**config.mk**
```make
export PLATFORM = sky130hd
export DESIGN_NAME = sdram_port_arbiter_flat
export DESIGN_NICKNAME = d
export VERILOG_FILES = /design/src/rtl/sdram_pkg.sv /design/src/rtl/sdram_port_arbiter_if.sv /design/src/rtl/sdram_chan_sched.sv /design/src/rtl/sdram_port_arbiter.sv /design/src/flat_wrapper.sv
export SDC_FILE = /design/constraint.sdc
export NUM_CORES = 1
export LEC_CHECK = 0
export CAP_MARGIN = 40
export CORE_MARGIN = 3
export CORE_UTILIZATION = 40
export CTS_CLUSTER_DIAMETER = 80
export DETAILED_ROUTE_END_ITERATION = 7
export PLACE_DENSITY = 0.68
export SYNTH_ARGS = -nofsm -noshare
export SYNTH_HDL_FRONTEND = slang
export SYNTH_SLANG_ARGS = --single-unit
```
**constraint.sdc**
```tcl
create_clock -name clk -period 7.4 [get_ports clk]
set_clock_uncertainty 0.05 [all_clocks]
set_input_delay 1.48 -clock clk [delete_from_list [all_inputs] [get_ports clk]]
set_output_delay 1.48 -clock clk [all_outputs]
set_load 0.005 [all_outputs]
```
**src/rtl/sdram_pkg.sv**
```systemverilog
// sdram_pkg: shared scheduler state type and default SDRAM address/burst widths
package sdram_pkg;
  localparam int SDRAM_ADDR_W = 24;
  localparam int SDRAM_LEN_W = 10;
  typedef enum logic [1:0] {IDLE, REQ, BUSY} sched_state_t;
endpackage

```
**src/rtl/sdram_port_arbiter_if.sv**
```systemverilog
// sdram_port_arbiter_if: request/ack pairs to sdram_controller plus one-hot FIFO mux selects
interface sdram_port_arbiter_if import sdram_pkg::*; #(
  parameter int NUM_WR = 2,
  parameter int NUM_RD = 2,
  parameter int ADDR_W = SDRAM_ADDR_W,
  parameter int LEN_W = SDRAM_LEN_W
);
  logic sdram_wr_req;
  logic sdram_wr_ack;
  logic [ADDR_W-1:0] sdram_wr_addr;
  logic [LEN_W-1:0] sdram_wr_burst;
  logic [NUM_WR-1:0] wr_sel;
  logic sdram_rd_req;
  logic sdram_rd_ack;
  logic [ADDR_W-1:0] sdram_rd_addr;
  logic [LEN_W-1:0] sdram_rd_burst;
  logic [NUM_RD-1:0] rd_sel;
  modport master (
    output sdram_wr_req, sdram_wr_addr, sdram_wr_burst, wr_sel,
    output sdram_rd_req, sdram_rd_addr, sdram_rd_burst, rd_sel,
    input sdram_wr_ack, sdram_rd_ack
  );
  modport slave (
    input sdram_wr_req, sdram_wr_addr, sdram_wr_burst, wr_sel,
    input sdram_rd_req, sdram_rd_addr, sdram_rd_burst, rd_sel,
    output sdram_wr_ack, sdram_rd_ack
  );
endinterface

```
**src/rtl/sdram_chan_sched.sv**
```systemverilog
// sdram_chan_sched: round-robin grant, request FSM and wrapping per-channel address pointers for one port
module sdram_chan_sched import sdram_pkg::*; #(
  parameter int N = 2,
  parameter int ADDR_W = SDRAM_ADDR_W,
  parameter int LEN_W = SDRAM_LEN_W
) (
  input  logic clk,
  input  logic rst_n,
  input  logic [N-1:0] elig,
  input  logic [N-1:0] load,
  input  logic [N-1:0][ADDR_W-1:0] min_addr,
  input  logic [N-1:0][ADDR_W-1:0] max_addr,
  input  logic [N-1:0][LEN_W-1:0] len,
  input  logic ack,
  output logic req,
  output logic [ADDR_W-1:0] addr,
  output logic [LEN_W-1:0] burst,
  output logic [N-1:0] sel
);
  localparam int IW = N > 1 ? $clog2(N) : 1;
  sched_state_t state, state_n;
  logic [IW-1:0] rr, g, gnt;
  logic found, done, ack_q;
  logic [N-1:0][ADDR_W-1:0] ptr;
  logic [ADDR_W:0] nxt, lst;
  logic [ADDR_W-1:0] adv;
  always_ff @(posedge clk) state <= !rst_n ? IDLE : state_n;
  // lowest eligible channel overall, overridden by the lowest one at or after rr
  always_comb begin
    found = 1'b0;
    gnt = rr;
    for (int c = N - 1; c >= 0; c--) if (elig[c]) begin found = 1'b1; gnt = IW'(c); end
    for (int c = N - 1; c >= 0; c--) if (elig[c] && c >= int'(rr)) gnt = IW'(c);
    done = state == BUSY && !ack && ack_q;
    state_n = state == IDLE ? (found ? REQ : IDLE) : state == REQ ? (ack ? BUSY : REQ) : (done ? IDLE : BUSY);
    nxt = {1'b0, ptr[g]} + (ADDR_W + 1)'(len[g]);
    lst = nxt + (ADDR_W + 1)'(len[g]) - (ADDR_W + 1)'(1);
    adv = lst > {1'b0, max_addr[g]} ? min_addr[g] : nxt[ADDR_W-1:0];
  end
  always_ff @(posedge clk) begin
    if (!rst_n) begin
      req <= 1'b0;
      addr <= '0;
      burst <= '0;
      sel <= '0;
      rr <= '0;
      g <= '0;
      ack_q <= 1'b0;
      ptr <= min_addr;
    end else begin
      ack_q <= ack;
      if (state == IDLE && found) begin
        req <= 1'b1;
        g <= gnt;
        addr <= ptr[gnt];
        burst <= len[gnt];
        sel <= N'(1) << gnt;
      end
      if (state == REQ && ack) req <= 1'b0;
      if (done) begin
        sel <= '0;
        rr <= g == IW'(N - 1) ? '0 : g + 1'b1;
      end
      // a held load beats the completion advance
      for (int i = 0; i < N; i++)
        if (load[i]) ptr[i] <= min_addr[i];
        else if (done && g == IW'(i)) ptr[i] <= adv;
    end
  end
  for (genvar i = 0; i < N; i++) begin : g_cfg_chk
    assert property (@(posedge clk) disable iff (!rst_n) min_addr[i] <= max_addr[i] && len[i] != '0);
  end
endmodule

```
**src/rtl/sdram_port_arbiter.sv**
```systemverilog
// sdram_port_arbiter: arbitrates per-channel write/read FIFOs onto the single SDRAM controller request pair
module sdram_port_arbiter import sdram_pkg::*; #(
  parameter int NUM_WR = 2,
  parameter int NUM_RD = 2,
  parameter int ADDR_W = SDRAM_ADDR_W,
  parameter int LEN_W = SDRAM_LEN_W,
  parameter int LVL_W = 11
) (
  input  logic clk,
  input  logic rst_n,
  input  logic sdram_init_done,
  input  logic [NUM_WR*LVL_W-1:0] wr_level,
  input  logic [NUM_WR*ADDR_W-1:0] wr_min_addr,
  input  logic [NUM_WR*ADDR_W-1:0] wr_max_addr,
  input  logic [NUM_WR*LEN_W-1:0] wr_len,
  input  logic [NUM_WR-1:0] wr_load,
  input  logic [NUM_RD*LVL_W-1:0] rd_level,
  input  logic [NUM_RD-1:0] rd_valid,
  input  logic [NUM_RD*ADDR_W-1:0] rd_min_addr,
  input  logic [NUM_RD*ADDR_W-1:0] rd_max_addr,
  input  logic [NUM_RD*LEN_W-1:0] rd_len,
  input  logic [NUM_RD-1:0] rd_load,
  sdram_port_arbiter_if.master bus
);
  logic [NUM_WR-1:0] wr_elig;
  logic [NUM_RD-1:0] rd_elig;
  // writes need a full burst buffered; reads need room for a full burst
  always_comb begin
    wr_elig = '0;
    rd_elig = '0;
    for (int i = 0; i < NUM_WR; i++)
      wr_elig[i] = sdram_init_done && !wr_load[i] && 32'(wr_level[i*LVL_W +: LVL_W]) >= 32'(wr_len[i*LEN_W +: LEN_W]);
    for (int i = 0; i < NUM_RD; i++)
      rd_elig[i] = sdram_init_done && rd_valid[i] && !rd_load[i] && 32'(rd_level[i*LVL_W +: LVL_W]) < 32'(rd_len[i*LEN_W +: LEN_W]);
  end
  sdram_chan_sched #(.N(NUM_WR), .ADDR_W(ADDR_W), .LEN_W(LEN_W)) u_wr (
    .clk(clk), .rst_n(rst_n), .elig(wr_elig), .load(wr_load),
    .min_addr(wr_min_addr), .max_addr(wr_max_addr), .len(wr_len), .ack(bus.sdram_wr_ack),
    .req(bus.sdram_wr_req), .addr(bus.sdram_wr_addr), .burst(bus.sdram_wr_burst), .sel(bus.wr_sel)
  );
  sdram_chan_sched #(.N(NUM_RD), .ADDR_W(ADDR_W), .LEN_W(LEN_W)) u_rd (
    .clk(clk), .rst_n(rst_n), .elig(rd_elig), .load(rd_load),
    .min_addr(rd_min_addr), .max_addr(rd_max_addr), .len(rd_len), .ack(bus.sdram_rd_ack),
    .req(bus.sdram_rd_req), .addr(bus.sdram_rd_addr), .burst(bus.sdram_rd_burst), .sel(bus.rd_sel)
  );
endmodule

```
**src/flat_wrapper.sv**
```systemverilog
// flat-port wrapper written by rule: the top's interface ports become plain ports
module sdram_port_arbiter_flat import sdram_pkg::*;
#(
  parameter int NUM_WR = 2,
  parameter int NUM_RD = 2,
  parameter int ADDR_W = SDRAM_ADDR_W,
  parameter int LEN_W = SDRAM_LEN_W,
  parameter int LVL_W = 11
)
  (clk, rst_n, sdram_init_done, wr_level, wr_min_addr, wr_max_addr, wr_len, wr_load, rd_level, rd_valid, rd_min_addr, rd_max_addr, rd_len, rd_load, bus_sdram_wr_req, bus_sdram_wr_addr, bus_sdram_wr_burst, bus_wr_sel, bus_sdram_rd_req, bus_sdram_rd_addr, bus_sdram_rd_burst, bus_rd_sel, bus_sdram_wr_ack, bus_sdram_rd_ack);
  sdram_port_arbiter_if #(.NUM_WR(NUM_WR), .NUM_RD(NUM_RD), .ADDR_W(ADDR_W), .LEN_W(LEN_W)) bus_i ();
  input  logic clk;
  input  logic rst_n;
  input  logic sdram_init_done;
  input  logic [NUM_WR*LVL_W-1:0] wr_level;
  input  logic [NUM_WR*ADDR_W-1:0] wr_min_addr;
  input  logic [NUM_WR*ADDR_W-1:0] wr_max_addr;
  input  logic [NUM_WR*LEN_W-1:0] wr_len;
  input  logic [NUM_WR-1:0] wr_load;
  input  logic [NUM_RD*LVL_W-1:0] rd_level;
  input  logic [NUM_RD-1:0] rd_valid;
  input  logic [NUM_RD*ADDR_W-1:0] rd_min_addr;
  input  logic [NUM_RD*ADDR_W-1:0] rd_max_addr;
  input  logic [NUM_RD*LEN_W-1:0] rd_len;
  input  logic [NUM_RD-1:0] rd_load;
  output wire logic [$bits(bus_i.sdram_wr_req)-1:0] bus_sdram_wr_req;
  output wire logic [$bits(bus_i.sdram_wr_addr)-1:0] bus_sdram_wr_addr;
  output wire logic [$bits(bus_i.sdram_wr_burst)-1:0] bus_sdram_wr_burst;
  output wire logic [$bits(bus_i.wr_sel)-1:0] bus_wr_sel;
  output wire logic [$bits(bus_i.sdram_rd_req)-1:0] bus_sdram_rd_req;
  output wire logic [$bits(bus_i.sdram_rd_addr)-1:0] bus_sdram_rd_addr;
  output wire logic [$bits(bus_i.sdram_rd_burst)-1:0] bus_sdram_rd_burst;
  output wire logic [$bits(bus_i.rd_sel)-1:0] bus_rd_sel;
  input wire logic [$bits(bus_i.sdram_wr_ack)-1:0] bus_sdram_wr_ack;
  input wire logic [$bits(bus_i.sdram_rd_ack)-1:0] bus_sdram_rd_ack;
  assign bus_sdram_wr_req = bus_i.sdram_wr_req;
  assign bus_sdram_wr_addr = bus_i.sdram_wr_addr;
  assign bus_sdram_wr_burst = bus_i.sdram_wr_burst;
  assign bus_wr_sel = bus_i.wr_sel;
  assign bus_sdram_rd_req = bus_i.sdram_rd_req;
  assign bus_sdram_rd_addr = bus_i.sdram_rd_addr;
  assign bus_sdram_rd_burst = bus_i.sdram_rd_burst;
  assign bus_rd_sel = bus_i.rd_sel;
  assign bus_i.sdram_wr_ack = bus_sdram_wr_ack;
  assign bus_i.sdram_rd_ack = bus_sdram_rd_ack;
  sdram_port_arbiter #(.NUM_WR(NUM_WR), .NUM_RD(NUM_RD), .ADDR_W(ADDR_W), .LEN_W(LEN_W), .LVL_W(LVL_W)) u_core (.clk(clk), .rst_n(rst_n), .sdram_init_done(sdram_init_done), .wr_level(wr_level), .wr_min_addr(wr_min_addr), .wr_max_addr(wr_max_addr), .wr_len(wr_len), .wr_load(wr_load), .rd_level(rd_level), .rd_valid(rd_valid), .rd_min_addr(rd_min_addr), .rd_max_addr(rd_max_addr), .rd_len(rd_len), .rd_load(rd_load), .bus(bus_i));
endmodule
```
## Word level (Yosys, flattened, before mapping)

Index checks and enable logic that the tools add are counted.

- Bits in registers: 180
- Output and inout bits: 74

- Order comparisons: 12
- Equality and inequality tests: 8
- Bitwise gates (word level): 3
- $add $sub $neg: 8
- Shifts and indexed selects: 2
- Mux-type cells: 58
- Reductions and logical operators: 36

Operators by type and width:

| cell | number |
|---|---|
| $mux 24 | 26 |
| $mux 48 | 2 |
| $mux 10 | 8 |
| $add 24x10->25 | 2 |
| $add 25x10->25 | 2 |
| $gt 25x24->1 | 2 |
| $sub 25x1->25 const B | 2 |
| $logic_and 1x1->1 | 24 |
| $ge 11x10->1 | 2 |
| $lt 11x10->1 | 2 |
| $mux 2 | 8 |
| $mux 1 | 14 |
| $ne 3x1->1 const B | 4 |
| $lt 1x2->1 const B | 4 |
| $reduce_or 2->1 | 4 |
| $logic_not 1->1 | 6 |
| $eq 2x1->1 const B | 2 |
| $eq 2x2->1 const B | 2 |
| $logic_not 2->1 | 2 |
| $shl 1x1->2 const A | 2 |
| $not 1->1 | 3 |
| $add 1x1->1 const B | 2 |
| $ge 1x1->1 const A | 2 |

## Logic depth before layout (Yosys ltp)

- Depth in word-level cells: 10
- Depth in mapped cells: 40
- Mapped depth without buffers: 34

## Cells and area by module

From an unflattened synthesis, not the netlist that was laid out.

- Cell total of the unflattened synthesis: 1833
- Area total of the unflattened synthesis: 16559.6 um2

By module, submodules not included:

| module | cells each | area an instance (um2) | instances |
|---|---|---|---|
| sdram_chan_sched (u_core.u_rd) | 925 | 8215.4 | 1 |
| sdram_chan_sched (u_core.u_wr) | 770 | 7334.5 | 1 |
| sdram_port_arbiter | 138 | 1009.7 | 1 |

## Worst setup path after synthesis

OpenSTA, ideal clock, no wires.

- Path type: register to register
- Start point: register u_core.u_rd.g
- End point: register u_core.u_rd.ptr[3] (netlist bit), data pin
- Library setup time: 272 ps
- Cell stages (with the launch flop): 38
- Buffers on the path: 7
- Clock period less this slack: 7804 ps
- Required time: 7078 ps
- Arrival: 7482 ps
- Setup slack: -404 ps
- Path through: dfxtp_1 buf_2 buf_2 buf_1 buf_1 mux2i_1 inv_1 ha_1 fa_1 a211oi_1 o21ai_1 and4_1 or3_1 buf_2 nand3_1 xnor2_1 mux2i_1 inv_1 [2 not listed] nor2_1 o2bb2ai_1 a41oi_1 o32ai_1 a21oi_1 xnor2_1 ha_1 a21o_1 a21o_1 a21o_1 a21o_1 a21oi_1 a31oi_1 or4_1 buf_2 buf_2 a32oi_1 o211ai_1

- Longest elaborated chain between the ends: 10
- Elaborated cells between the ends (all ways): 16
- Classes of those cells: add/sub (3); order compare (1); mux (12)

RTL lines:

| element | RTL line | RTL |
|---|---|---|
| start: declaration | sdram_chan_sched.sv:22 | `logic [IW-1:0] rr, g, gnt;` |
| start signal: assignment | sdram_chan_sched.sv:54 | `g <= gnt;` |
| $mux 24 (implied by the code) or $mux 10 (tied branches) (2 in series) | sdram_chan_sched.sv:36, sdram_chan_sched.sv:37 |  |
| $add 24x10->25 | sdram_chan_sched.sv:36 | `nxt = {1'b0, ptr[g]} + (ADDR_W + 1)'(len[g]);` |
| $add 25x10->25 | sdram_chan_sched.sv:37 | `lst = nxt + (ADDR_W + 1)'(len[g]) - (ADDR_W + 1)'(1);` |
| $sub 25x1->25 | sdram_chan_sched.sv:37 |  |
| $gt 25x24->1 | sdram_chan_sched.sv:38 | `adv = lst > {1'b0, max_addr[g]} ? min_addr[g] : nxt[ADDR_W-1:0];` |
| $mux 24 (*) | sdram_chan_sched.sv:38 |  |
| $mux 24 (*) | sdram_chan_sched.sv:67 | `else if (done && g == IW'(i)) ptr[i] <= adv;` |
| $mux 24 (*) | sdram_chan_sched.sv:66 | `if (load[i]) ptr[i] <= min_addr[i];` |
| $mux 48 (*) | sdram_chan_sched.sv:41 | `if (!rst_n) begin` |
| end signal: assignment | sdram_chan_sched.sv:49 | `ptr <= min_addr;` |
| end signal: indexed assignment | sdram_chan_sched.sv:66 |  |
| end signal: indexed assignment | sdram_chan_sched.sv:67 |  |
| end: declaration | sdram_chan_sched.sv:24 | `logic [N-1:0][ADDR_W-1:0] ptr;` |

Mark *: on every way between the ends. The rest lies on a longest branch, timed or not. The select of a mux whose other input is x is not followed.
A chain may end at the register's enable or synchronous reset.

## Worst setup path in the final report

- Start point: input wr_len[0]
- End point: register u_core.u_wr.ptr[29] (netlist bit), data pin

- Longest elaborated chain between the ends: 10

RTL lines:

| element | RTL line | RTL |
|---|---|---|
| start: declaration | flat_wrapper.sv:18 | `input logic [NUM_WR*LEN_W-1:0] wr_len;` |
| $mux 10 (implied by the code) (*) (2 in series) | sdram_chan_sched.sv:36, sdram_chan_sched.sv:37 |  |
| $add 24x10->25 | sdram_chan_sched.sv:36 |  |
| $add 25x10->25 | sdram_chan_sched.sv:37 |  |
| $sub 25x1->25 | sdram_chan_sched.sv:37 |  |
| $gt 25x24->1 | sdram_chan_sched.sv:38 |  |
| $mux 24 (*) | sdram_chan_sched.sv:38 |  |
| $mux 24 (*) | sdram_chan_sched.sv:67 |  |
| $mux 24 (*) | sdram_chan_sched.sv:66 |  |
| $mux 48 (*) | sdram_chan_sched.sv:41 |  |
| end signal: assignment | sdram_chan_sched.sv:49 |  |
| end signal: indexed assignment | sdram_chan_sched.sv:66 |  |
| end signal: indexed assignment | sdram_chan_sched.sv:67 |  |
| end: declaration | sdram_chan_sched.sv:24 |  |

Marks and branches as above.

==> results.md <==
- Status: finished with violations
- Violated checks: DRC, setup timing
- Port bufs: 360
- Rel. slew slack: 0.367
- DR WL/cell: 22.3 um
- Area leader, netlist: edfxtp_1
- Slew @ Worst Pin: 950 ps
- CP Max Fanout: 5
- Storage cell area: 4570 sq um
- Final WS setup: -315 ps
- CP startpoint: wr_len[0]
- First-pass GRT wire length: 109000 um
- Filler cell count: 3336
- CTS tree: done
- Finished Layout Cells: approximately 3300
- Overflow after GRT: 0
- R2r startpoint: u_core.u_wr.g$_SDFFE_PN0P_
- Min cycle time layout: 7720 ps
- Net Count, Synth: 2495
- Largest net degree at the start of global routing: between 70 and 80
- Gate count of the mapped netlist: 2032
- Post-synth EDFFs: 96
- Width of the die: ~210 um
- Routed Wire Length: between 70000 and 80000 um
- Synth top area cells: edfxtp_1 (17%), ha_1 (12%), dfxtp_1 (9.7%)
- PnR Total Power: 17000 uW
- Warnings from Yosys: 0
- Crit end category: flop
- Drt initial violations: 2082
- Via density: 5.98
- Row count: 75
- Register area share after synthesis: 0.264
- Initial core utilization: 0.408
- Clock root buffer: clkbuf_16
- Critical path required time: 7550 ps
- Worst min-delay path category: reg -> reg
- Dpl hpwl: 53400 um
- Antenna-violating nets left: 0
- Gpl congestion: a little over 0.9
- Clock tree buffer depth: 2
- Final Hold Viols: 0
- Flops & latches, synth: 180
- CTS clk-pin slew, worst paths: 80 ps
- Die Footprint: 45700 sq um
- Min-delay src: u_core.u_wr.req$_SDFFE_PP0P_
- Cell with the most instances after synthesis: inv_1
- Fin crit share: 1.04
- Worst skew pair latency: ~450 ps
- CP arrival: 7870 ps
- Core area: 42300 sq um
- TritonCTS buffer count: 17
- Multi-input gate area: 13400 sq um
- Initial antenna violation count: 2
- Mean Syn Cell Area: ~8.5 sq um
- Fin. max-slew vios: 0
- Area fraction of the dominant cell type after synthesis: 0.167
- Share of cells above drive strength 1: 0.298
- Post-synth top cells: inv_1 (175), ha_1 (172), nand2_1 (167)
- Post-Syn Area: 17300 sq um
- First drt pass iteration count: 8
- Leak Pwr: 0.0114 uW
- Area Overhead vs Synth: 59.5%
- WS Path Type: in -> reg
- Max incr delay on CP: 410 ps
- Layout Nets: roughly 3200
- Via count: about 20000
- Ys flop type: edfxtp_1
- Yosys cell types: 85
- Total I/O pin count: 361
- Vias in the first global route: slightly below 20000
- Final TNS setup: -13930 ps
- CP max-delay cell: fa_2
- Startpoint Class: input pin
- Power per standard cell area: 615 nW/um^2
- Max VDD drop: 0.000517 V
- Total track usage: 0.303
- Final setup fails: 89
- Die Y: between 200 and 250 um
- Fmax: 130 MHz
- DP Cell Count: 3217
- Clock sink total: 180
- Max_cap viols: 0
- Pre-CTS setup slack: -1820 ps
- Drt drc: 1
- Number of H-tree levels: 4
- RSZ-0062 raised after global routing: yes
- Most used cell along the critical path: buf_4
- Async SR Flop Fraction: 0
==> path summary, 6_finish.rpt <==
check | endpoint | slack [ps] | cells after the start
max | u_core.u_wr.ptr[29]$_DFFE_PP_ | -320 | 36
min | u_core.u_wr.req$_SDFFE_PP0P_ | 430 | 2
max reg2reg | u_core.u_wr.ptr[29]$_DFFE_PP_ | 70 | 37
min reg2reg | u_core.u_wr.req$_SDFFE_PP0P_ | 430 | 2
==> critical path, delay by kind of cell <==
family	cells	cell delay [ps]
multiplexers	1	160
adder cells (fa/ha/maj)	4	1070
XOR/XNOR	2	300
buffers and inverters	10	1390
AO/OA/AOI/OAI	10	2000
AND/OR/NAND/NOR	9	1460
==> cell families (layout without fill, tap and decap cells) <==
logic type               count (synthesis)  count (layout)  synth area share
flip-flops                             180             180             0.264
buffers and inverters                  303            1037            0.0685
AO/OA/AOI/OAI                          606             606             0.260
multiplexers                           102             102            0.0608
AND/OR/NAND/NOR                        576             576             0.172
other                                    0               3                 0
XOR/XNOR                                89              89            0.0459
adder cells (fa/ha/maj)                176             176             0.129
==> where the power goes <==
group	switching, uW	internal (uW)	total (uW)
registers	243	1390	1630
logic	6950	7440	14400
clock network	456	476	932
total	7650	9300	17000
==> metal layers <==
layer / track usage / vias up / part of all wire
met1: 0.401 / 9432 / 0.40
met5: 0 / - / 0
li1: - / 9085 / -
met4: 0.127 / 0 / 0.050
met3: 0.0522 / 253 / 0.10
met2: 0.491 / 1233 / 0.45
==> sequential cells by signal, summed over array words and instances, names as in the netlist <==
register / flops
u_core.u_rd.ack_q: 1
u_core.u_rd.addr: 24
u_core.u_rd.burst: 10
u_core.u_rd.g: 1
u_core.u_rd.ptr: 48
u_core.u_rd.req: 1
u_core.u_rd.rr: 1
u_core.u_rd.sel: 2
u_core.u_rd.state: 2
u_core.u_wr.ack_q: 1
u_core.u_wr.addr: 24
u_core.u_wr.burst: 10
u_core.u_wr.g: 1
u_core.u_wr.ptr: 48
u_core.u_wr.req: 1
u_core.u_wr.rr: 1
u_core.u_wr.sel: 2
u_core.u_wr.state: 2
==> cell usage in the layout (no fill, tap or decap), drive strengths merged, types with 23 or more instances in the layout <==
cell           synthesis  routed
buf                   27     472
clkdlybuf4s50          0     329
inv                  175     183
ha                   172     172
nand2                167     167
nor2                 112     112
edfxtp                96      96
dfxtp                 84      84
o211ai                82      82
a21oi                 82      82
mux2i                 79      79
o21ai                 65      65
nor2b                 63      63
a21o                  53      53
xnor2                 53      53
nand3                 41      41
nand4                 37      37
o2111ai               36      36
xor2                  35      35
o22ai                 35      35
a222oi                34      34
and2                  31      31
o311ai                27      27
nor3b                 26      26
clkbuf                99      26
a32oi                 24      24
mux2                  23      23
==> layout make-up <==
type | count | share of cell area
inverters | 177 | 0.0241
repair buffers | 828 | 0.276
diodes | 3 | 0.000272
clock buffers | 18 | 0.0156
well taps | 577 | 0.0262
clock inverters | 14 | 0.00513
flip-flops and latches | 180 | 0.166
multi-input cells | 1549 | 0.487
==> through the flow <==
step	hold WS (ps)	area, sq um	util
2_1_floorplan	395	17500	-
3_3_place_gp	393	24300	0.573
3_5_place_dp	419	24300	0.575
4_1_cts	430	26600	0.628
5_1_grt	448	27600	0.651
6_report	426	27600	0.651
==> what timing repair did <==
item / 4_1_cts / 5_1_grt
endpoints found under the hold margin: 0 / 0
hold buffers: 0 / 0
setup endpoints to repair: 96 / 96
setup buffers: 62 / 31
resized for setup: 325 / 129
cloned: 8 / 7
pin swaps: 158 / 147
No activity file was read; power rests on OpenSTA's default activity.
